<file path="src/rtl/split_data.sv">
// split_data: unpacks wide memory words into a narrow MSB-first pixel stream.
// Pixels may straddle word boundaries; LINE mode drops the residue at each line end.
module split_data #(
    parameter int ISIZE = 24,
    parameter int OSIZE = 256,
    parameter     MODE  = "LINE"
) (
    input  logic             clock,
    input  logic             rst_n,
    input  logic             ivalid,
    output logic             iready,
    input  logic [OSIZE-1:0] idata,
    input  logic             ilast,
    input  logic             ialign,
    output logic             ovalid,
    input  logic             oready,
    output logic [ISIZE-1:0] odata,
    output logic             olast
);
    localparam int BW = OSIZE + ISIZE;
    localparam int CW = $clog2(BW + 1);
    localparam logic [CW-1:0] ONE_PIX   = CW'(ISIZE);
    localparam logic [CW-1:0] TWO_PIX   = CW'(2 * ISIZE);
    localparam logic [CW-1:0] WORD_BITS = CW'(OSIZE);
    localparam bit LINE_MODE = (MODE == "LINE");

    logic [BW-1:0] data_buf;
    logic [BW-1:0] buf_shifted;
    logic [BW-1:0] buf_next;
    logic [CW-1:0] cnt;
    logic [CW-1:0] cnt_shifted;
    logic [CW-1:0] cnt_next;
    logic          lpend;
    logic          lpend_next;
    logic          pop;
    logic          push;

    assign ovalid = (cnt >= ONE_PIX);
    assign odata  = data_buf[BW-1 -: ISIZE];
    assign olast  = LINE_MODE && lpend && (cnt < TWO_PIX) && ovalid;
    assign pop    = ovalid && oready;
    // A word is taken only once the bits left after this cycle's pop cannot form a pixel.
    assign iready = !ialign && !lpend && ((cnt < ONE_PIX) || ((cnt < TWO_PIX) && pop));
    assign push   = ivalid && iready;

    always_comb begin
        buf_shifted = data_buf;
        cnt_shifted = cnt;
        lpend_next  = lpend;
        if (pop && olast) begin
            buf_shifted = '0;
            cnt_shifted = '0;
            lpend_next  = 1'b0;
        end else if (pop) begin
            buf_shifted = data_buf << ISIZE;
            cnt_shifted = cnt - ONE_PIX;
        end

        buf_next = buf_shifted;
        cnt_next = cnt_shifted;
        // Bits below the valid region are always zero, so OR-ing places the new word.
        if (push) begin
            buf_next = buf_shifted | ({idata, {ISIZE{1'b0}}} >> cnt_shifted);
            cnt_next = cnt_shifted + WORD_BITS;
            if (LINE_MODE && ilast) begin
                lpend_next = 1'b1;
            end
        end

        if (ialign) begin
            buf_next   = '0;
            cnt_next   = '0;
            lpend_next = 1'b0;
        end
    end

    always_ff @(posedge clock or negedge rst_n) begin
        if (!rst_n) begin
            data_buf <= '0;
            cnt      <= '0;
            lpend    <= 1'b0;
        end else begin
            data_buf <= buf_next;
            cnt      <= cnt_next;
            lpend    <= lpend_next;
        end
    end

endmodule

</file>
<file path="config.mk">
export PLATFORM = sky130hd
export DESIGN_NAME = split_data
export DESIGN_NICKNAME = d
export VERILOG_FILES = /design/src/rtl/split_data.sv
export SDC_FILE = /design/constraint.sdc
export NUM_CORES = 2
export LEC_CHECK = 0
export CAP_MARGIN = 20
export CORE_MARGIN = 3
export CORE_UTILIZATION = 62
export CTS_BUF_LIST = sky130_fd_sc_hd__clkbuf_4 sky130_fd_sc_hd__clkbuf_8
export DETAILED_ROUTE_END_ITERATION = 6
export HOLD_SLACK_MARGIN = 0.05
export PLACE_DENSITY = 0.93
export SYNTH_ARGS = -nofsm -noshare
export SYNTH_HDL_FRONTEND = slang
export SYNTH_SLANG_ARGS = --single-unit
</file>
<file path="constraint.sdc">
create_clock -name clock -period 4.75 [get_ports clock]
set_clock_uncertainty 0.2 [all_clocks]
set_input_delay 0.7125 -clock clock [delete_from_list [all_inputs] [get_ports clock]]
set_output_delay 0.7125 -clock clock [all_outputs]
set_load 0.03 [all_outputs]
</file>
==> results of run 1 <==
## routing by layer
layer | overflow | global-route usage (%)
met1 | 0 | 64.81
met2 | 2 | 75.69
met3 | 4 | 53.49
met4 | 4 | 59.36
met5 | 0 | 29.00
## stage by stage
stage	worst slack, ns	instance area (µm²)	util, %	hold slack [ns]
after floorplan	1.233	36020	-	0.2169
after global placement	0.1675	40110	70.46	0.2645
after detailed placement	0.01954	40110	70.46	0.2670
after CTS	0.2997	41200	72.37	0.2903
## repair_timing
item | 4_1_cts
endpoints found under the setup margin | 0
hold endpoints to repair | 36
hold buffers | 1
## logic make-up after synthesis
| group | after synthesis |
|---|---|
| AO/OA/AOI/OAI | 1703 |
| AND/OR/NAND/NOR | 1618 |
| multiplexers | 664 |
| buffers and inverters | 594 |
| flip-flops | 290 |
| XOR/XNOR | 1 |
| adder cells (fa/ha/maj) | 1 |
==> qor.yml, run 1 <==
outcome:
  status: "stopped before the end"
  stop_stage: "5_1_grt"
  error_line: "[ERROR GRT-0116] Global routing finished with congestion. Check the congestion regions in the DRC Viewer."
synthesis:
  synthAdderAreaFrac_pct: 0.03473
  syn-cell-area_um2: 36020
  synth_fp_nets: 5134
  synth.most_common_cell: "nand2_1"
  synth.largest_area_cell: "dfrtp_1"
  synth_top_family_by_area: "compound AO/OA/AOI/OAI gates"
  synth_cells: 4871
  synth_top_area_share_pct: 20.15
  async_flop_share_pct: 100.0
  synth-main-ff-cell: "dfrtp_1"
  yosysSeqAreaShare_pct: 20.15
  synth_simple_gate_area_share_pct: 20.40
  synth_xor_area_share_pct: 0.02431
  ys_seq_elements: 290
  synth.top_cells.by_count: "522 x nand2_1, 436 x mux2i_1, 393 x a21oi_1"
  syn_area_per_cell_um2: 7.395
  synth_warnings: 0
  synth.distinct_cells: 81
  synth_mux_area_share_pct: 20.31
  synth-edff-count: 0
  synthTopCellsByArea: "dfrtp_1 20%, mux2i_1 12%, mux2_2 6.0%"
  synth_compound_area_share_pct: 32.03
clock_network:
  clock-sinks: 290
  postCtsResizedCells: 0
  clk_path_buf_depth: 3
  htree_levels: 2
  numCtsBuffers: 48
  cts-root-buf: "clkbuf_8"
  cts_setup_buffers: 0
global_route:
  grt_pass1_wl_um: 296100
  grt_remaining_overflow: 10
  grt_max_degree: 171
  grt_pass1_vias: 47790
  track_usage_pct: 63.71
floorplanning:
  rows: 87
  io_pins: 289
  die_x_um: 247.0
  die_h_um: 247.0
  start_util_pct: 63.27
place:
  io_buffers: 288
  post-dp-hpwl_um: 125900
  dp_cells: 5594
  gp_congestion: 1.280
==> inputs of run 2 (changes only) <==
- CORE_UTILIZATION: 62 -> 40
- CTS_BUF_LIST: sky130_fd_sc_hd__clkbuf_4 sky130_fd_sc_hd__clkbuf_8 -> default
- HOLD_SLACK_MARGIN: 0.05 -> default
- PLACE_DENSITY: 0.93 -> default
- PLACE_DENSITY_LB_ADDON: default -> 0.15
==> run 2 against run 1 <==
  * The flow now finishes, with violations (DRC)
  * Synthesized area did not move
  * Synthesized cell count unchanged
==> qor.yml, run 2 <==
outcome:
  status: "complete, but fails checks"  # was stopped before the end
  violations: "DRC"
detailed_routing:
  ant_nets: 0
  first_iter_violations: 6183
  wl_um: 215800
  wire_per_inst_um: 34.75
  vias: 44230
  drt_first_pass_iters: 7
  drc: 1
  avgViaCountPerCell: 7.123
worst_hold_path:
  min_path_type: "reg2reg"
  holdCritStartpoint: "data_buf[4]"
critical_path:
  cp_top_family: "compound AO/OA/AOI/OAI gates"
  arrival_ns: 4.87
  worstSetupPathType: "reg2reg"
  rr_startpoint: "cnt[3]"
  max_stage_delay_ns: 0.51
  crit_path_cell_trace: "ha_1 > nor3_4 > nand3_4 > buf_12 > a32o_1 > mux2i_1 > o22ai_1 > a221oi_1 > buf_4 > nor2_1 > or3_1 > a32o_1"
  crit_path_start: "cnt[3]"
  startpoint_type: "flip-flop"
  end_kind: "flip-flop"
  crit_required_ns: 5.02
  cp_common_cell: "a32o_1"
  timing.critical_path.buf_inv: 2
  crit_fanout: 47
  critPathSlowestCell: "a221oi_1"
global_route:
  grtUsageMet3_pct: 8.627
  gr-max-usage-layer: "met2"
  met1_usage_pct: 51.22
  track_usage_pct: 44.24
  antenna_found_initial: 2
  grt_util_met2_pct: 69.69
  grt_pass1_vias: 41740
  grt_max_degree: 173
  grt_pass1_wl_um: 307900
  grt_remaining_overflow: 0
clock_network:
  cts_setup_buffers: 0  # unchanged
  cts.clk_slew.worst_paths_ns: 0.06
  clk_path_buf_depth: 3  # unchanged
  htree_levels: 2  # unchanged
  clock-sinks: 290  # unchanged
  cts_tree: "done"
  numCtsBuffers: 38  # was 48
  clkLatencyLatePin_ns: 0.59
  cts-root-buf: "clkbuf_16"  # was clkbuf_8
layout:
  layout_commonest_cell: "nand2_1"
  fin_util_pct: 48.54
  largest_reg_flops: 280
  largest_register: "data_buf"
  nets: 5280
  largestRegisters: "data_buf (280), cnt (9), lpend (1)"
  drive_gt1_share_pct: 14.66
  final_cell_mix: "520 x nand2_1, 432 x mux2i_1, 393 x a21oi_1, 389 x nand3_1, 372 x nor2_1"
  stdcell_area_um2: 43100
  synthToLayoutAreaGrowth_pct: 19.64
timing:
  finalMaxSlewViolations: 0
  hold_violations: 0
  period_minus_slack_ns: 4.594
  rsz0062_at_grt: "false"
  fmax_ghz: 0.2177
  worst_pin_slew_ns: 1.039
  slew_headroom_pct: 28.78
  setup_violations: 0
  period_share_pct: 96.72
power_and_ir_drop:
  p_sw_share_pct: 55.12
  comb_power_share_pct: 70.7
  p_int_w: 0.01076
  p_per_area_nw_per_um2: 556.3
  leakagePower_nw: 17.82
  power_switching_w: 0.01322
  p_clk_share_pct: 13.0
  pwr-share-seq_pct: 16.3
  ir_worst_vdd_uv: 441.0
floorplanning:
  io_pins: 289  # unchanged
  die_h_um: 306.1  # was 247.0 µm
  coreArea_um2: 88780
  die_area_um2: 93690
  rows: 109  # was 87
  start_util_pct: 40.57  # was 63.27%
  die_x_um: 306.1  # was 247.0 µm
place:
  postPlaceCellArea_um2: 41790  # was 40110 µm²
  gp_congestion: 1.069  # was 1.280
  io_buffers: 288  # unchanged
  post-dp-hpwl_um: 161700  # was 125900 µm
synthesis:
  synth-edff-count: 0  # unchanged
  synthTopCellsByArea: "dfrtp_1 20%, mux2i_1 12%, mux2_2 6.0%"  # unchanged
  synth_fp_nets: 5134  # unchanged
  syn_area_per_cell_um2: 7.395  # unchanged
  synth_top_area_share_pct: 20.15  # unchanged
  yosysSeqAreaShare_pct: 20.15  # unchanged
  synth.distinct_cells: 81  # unchanged
  synth_cells: 4871  # unchanged
  synth.largest_area_cell: "dfrtp_1"  # unchanged
  syn-cell-area_um2: 36020  # unchanged
  synth.top_cells.by_count: "522 x nand2_1, 436 x mux2i_1, 393 x a21oi_1"  # unchanged
  ys_seq_elements: 290  # unchanged
  synth.most_common_cell: "nand2_1"  # unchanged
  async_flop_share_pct: 100.0  # unchanged
  synth-main-ff-cell: "dfrtp_1"  # unchanged
  synth_warnings: 0  # unchanged
run:
  maxCapViolations: 0
[run 2: cell counts after synthesis]
No cell type changed its count.
[run 2: power by group through the flow]
stage          Clock (W)  Sequential, W  Combinational, W
3_5_place_dp           0        0.00392            0.0162
2_1_floorplan          0        0.00368           0.00917
4_1_cts          0.00314        0.00388            0.0162
5_1_grt          0.00323        0.00399            0.0175
6_report         0.00312        0.00391            0.0169
3_3_place_gp           0        0.00390            0.0162
[run 2: area by class of cell]
class                      count  area [µm²]
antenna                        4       10.01
clock buffer                  51        1060
clock inverter                13       220.2
fill                        9072       45690
inverter                      16       60.06
multi-input combinational   3987       26430
sequential                   290        7264
tap                         1165        1458
timing repair buffer         684        6590
[run 2: worst reg2reg max path, stage by stage, from the launching register on]
cell and delay [ns]:
dfrtp_1 0.47, ha_1 0.31, nor3_4 0.44, nand3_4 0.37
buf_12 0.32, a32o_1 0.48, mux2i_1 0.39, o22ai_1 0.14
a221oi_1 0.51, buf_4 0.25, nor2_1 0.05, or3_1 0.31
a32o_1 0.25
[run 2: through the flow]
step	hold slack [ns]	total power [W]	setup TNS (ns)	setup slack, ns	cells
final	0.2700	0.02397	0	0.1558	6210
after global routing	0.2773	0.02474	0	0.1437	6206
after CTS	0.2709	0.02327	0	0.3380	6205
after detailed placement	0.2572	0.02010	-0.02839	-0.02839	6140
after global placement	0.2554	0.02006	0	0.03627	6139
after floorplan	0.2169	0.01284	0	1.233	4871
[run 2: cell families (layout without fill, tap and decap cells)]
logic type | count (synthesis) | after routing | share of synthesized area, %
xor+xnor | 1 | 1 | 0.02432
simple gates | 1618 | 1618 | 20.40
mux | 664 | 664 | 20.31
other cells | 0 | 4 | 0
fa+ha+maj | 1 | 1 | 0.03473
compound gates | 1703 | 1703 | 32.03
flops | 290 | 290 | 20.15
buf+inv | 594 | 764 | 7.058
[run 2: routing by layer]
layer  share of wire (%)  wire (µm)  up-vias
li1                    -          -    18920
met1                  35      76300    21410
met2                  44      95740     3024
met3                 9.1      19610      880
met4                  11      24140        2
met5              0.0060         13        -
[run 2: final timing paths]
path,cells after the start,slack [ns],to
worst max-delay path,12,0.16,data_buf[17]
worst min-delay path,1,0.27,data_buf[4]
worst max register to register,12,0.16,data_buf[17]
worst min register to register,1,0.27,data_buf[4]
max in group asynchronous,3,2.72,data_buf[161]
min in group asynchronous,2,0.48,cnt[0]
[run 2: repair_timing]
item	in CTS	in global routing
setup endpoints to repair	0	1
endpoints found under the hold margin	63	0
hold buffers	1	0
resized for setup	0	1
Note: power is estimated with default switching activity, not from simulation.
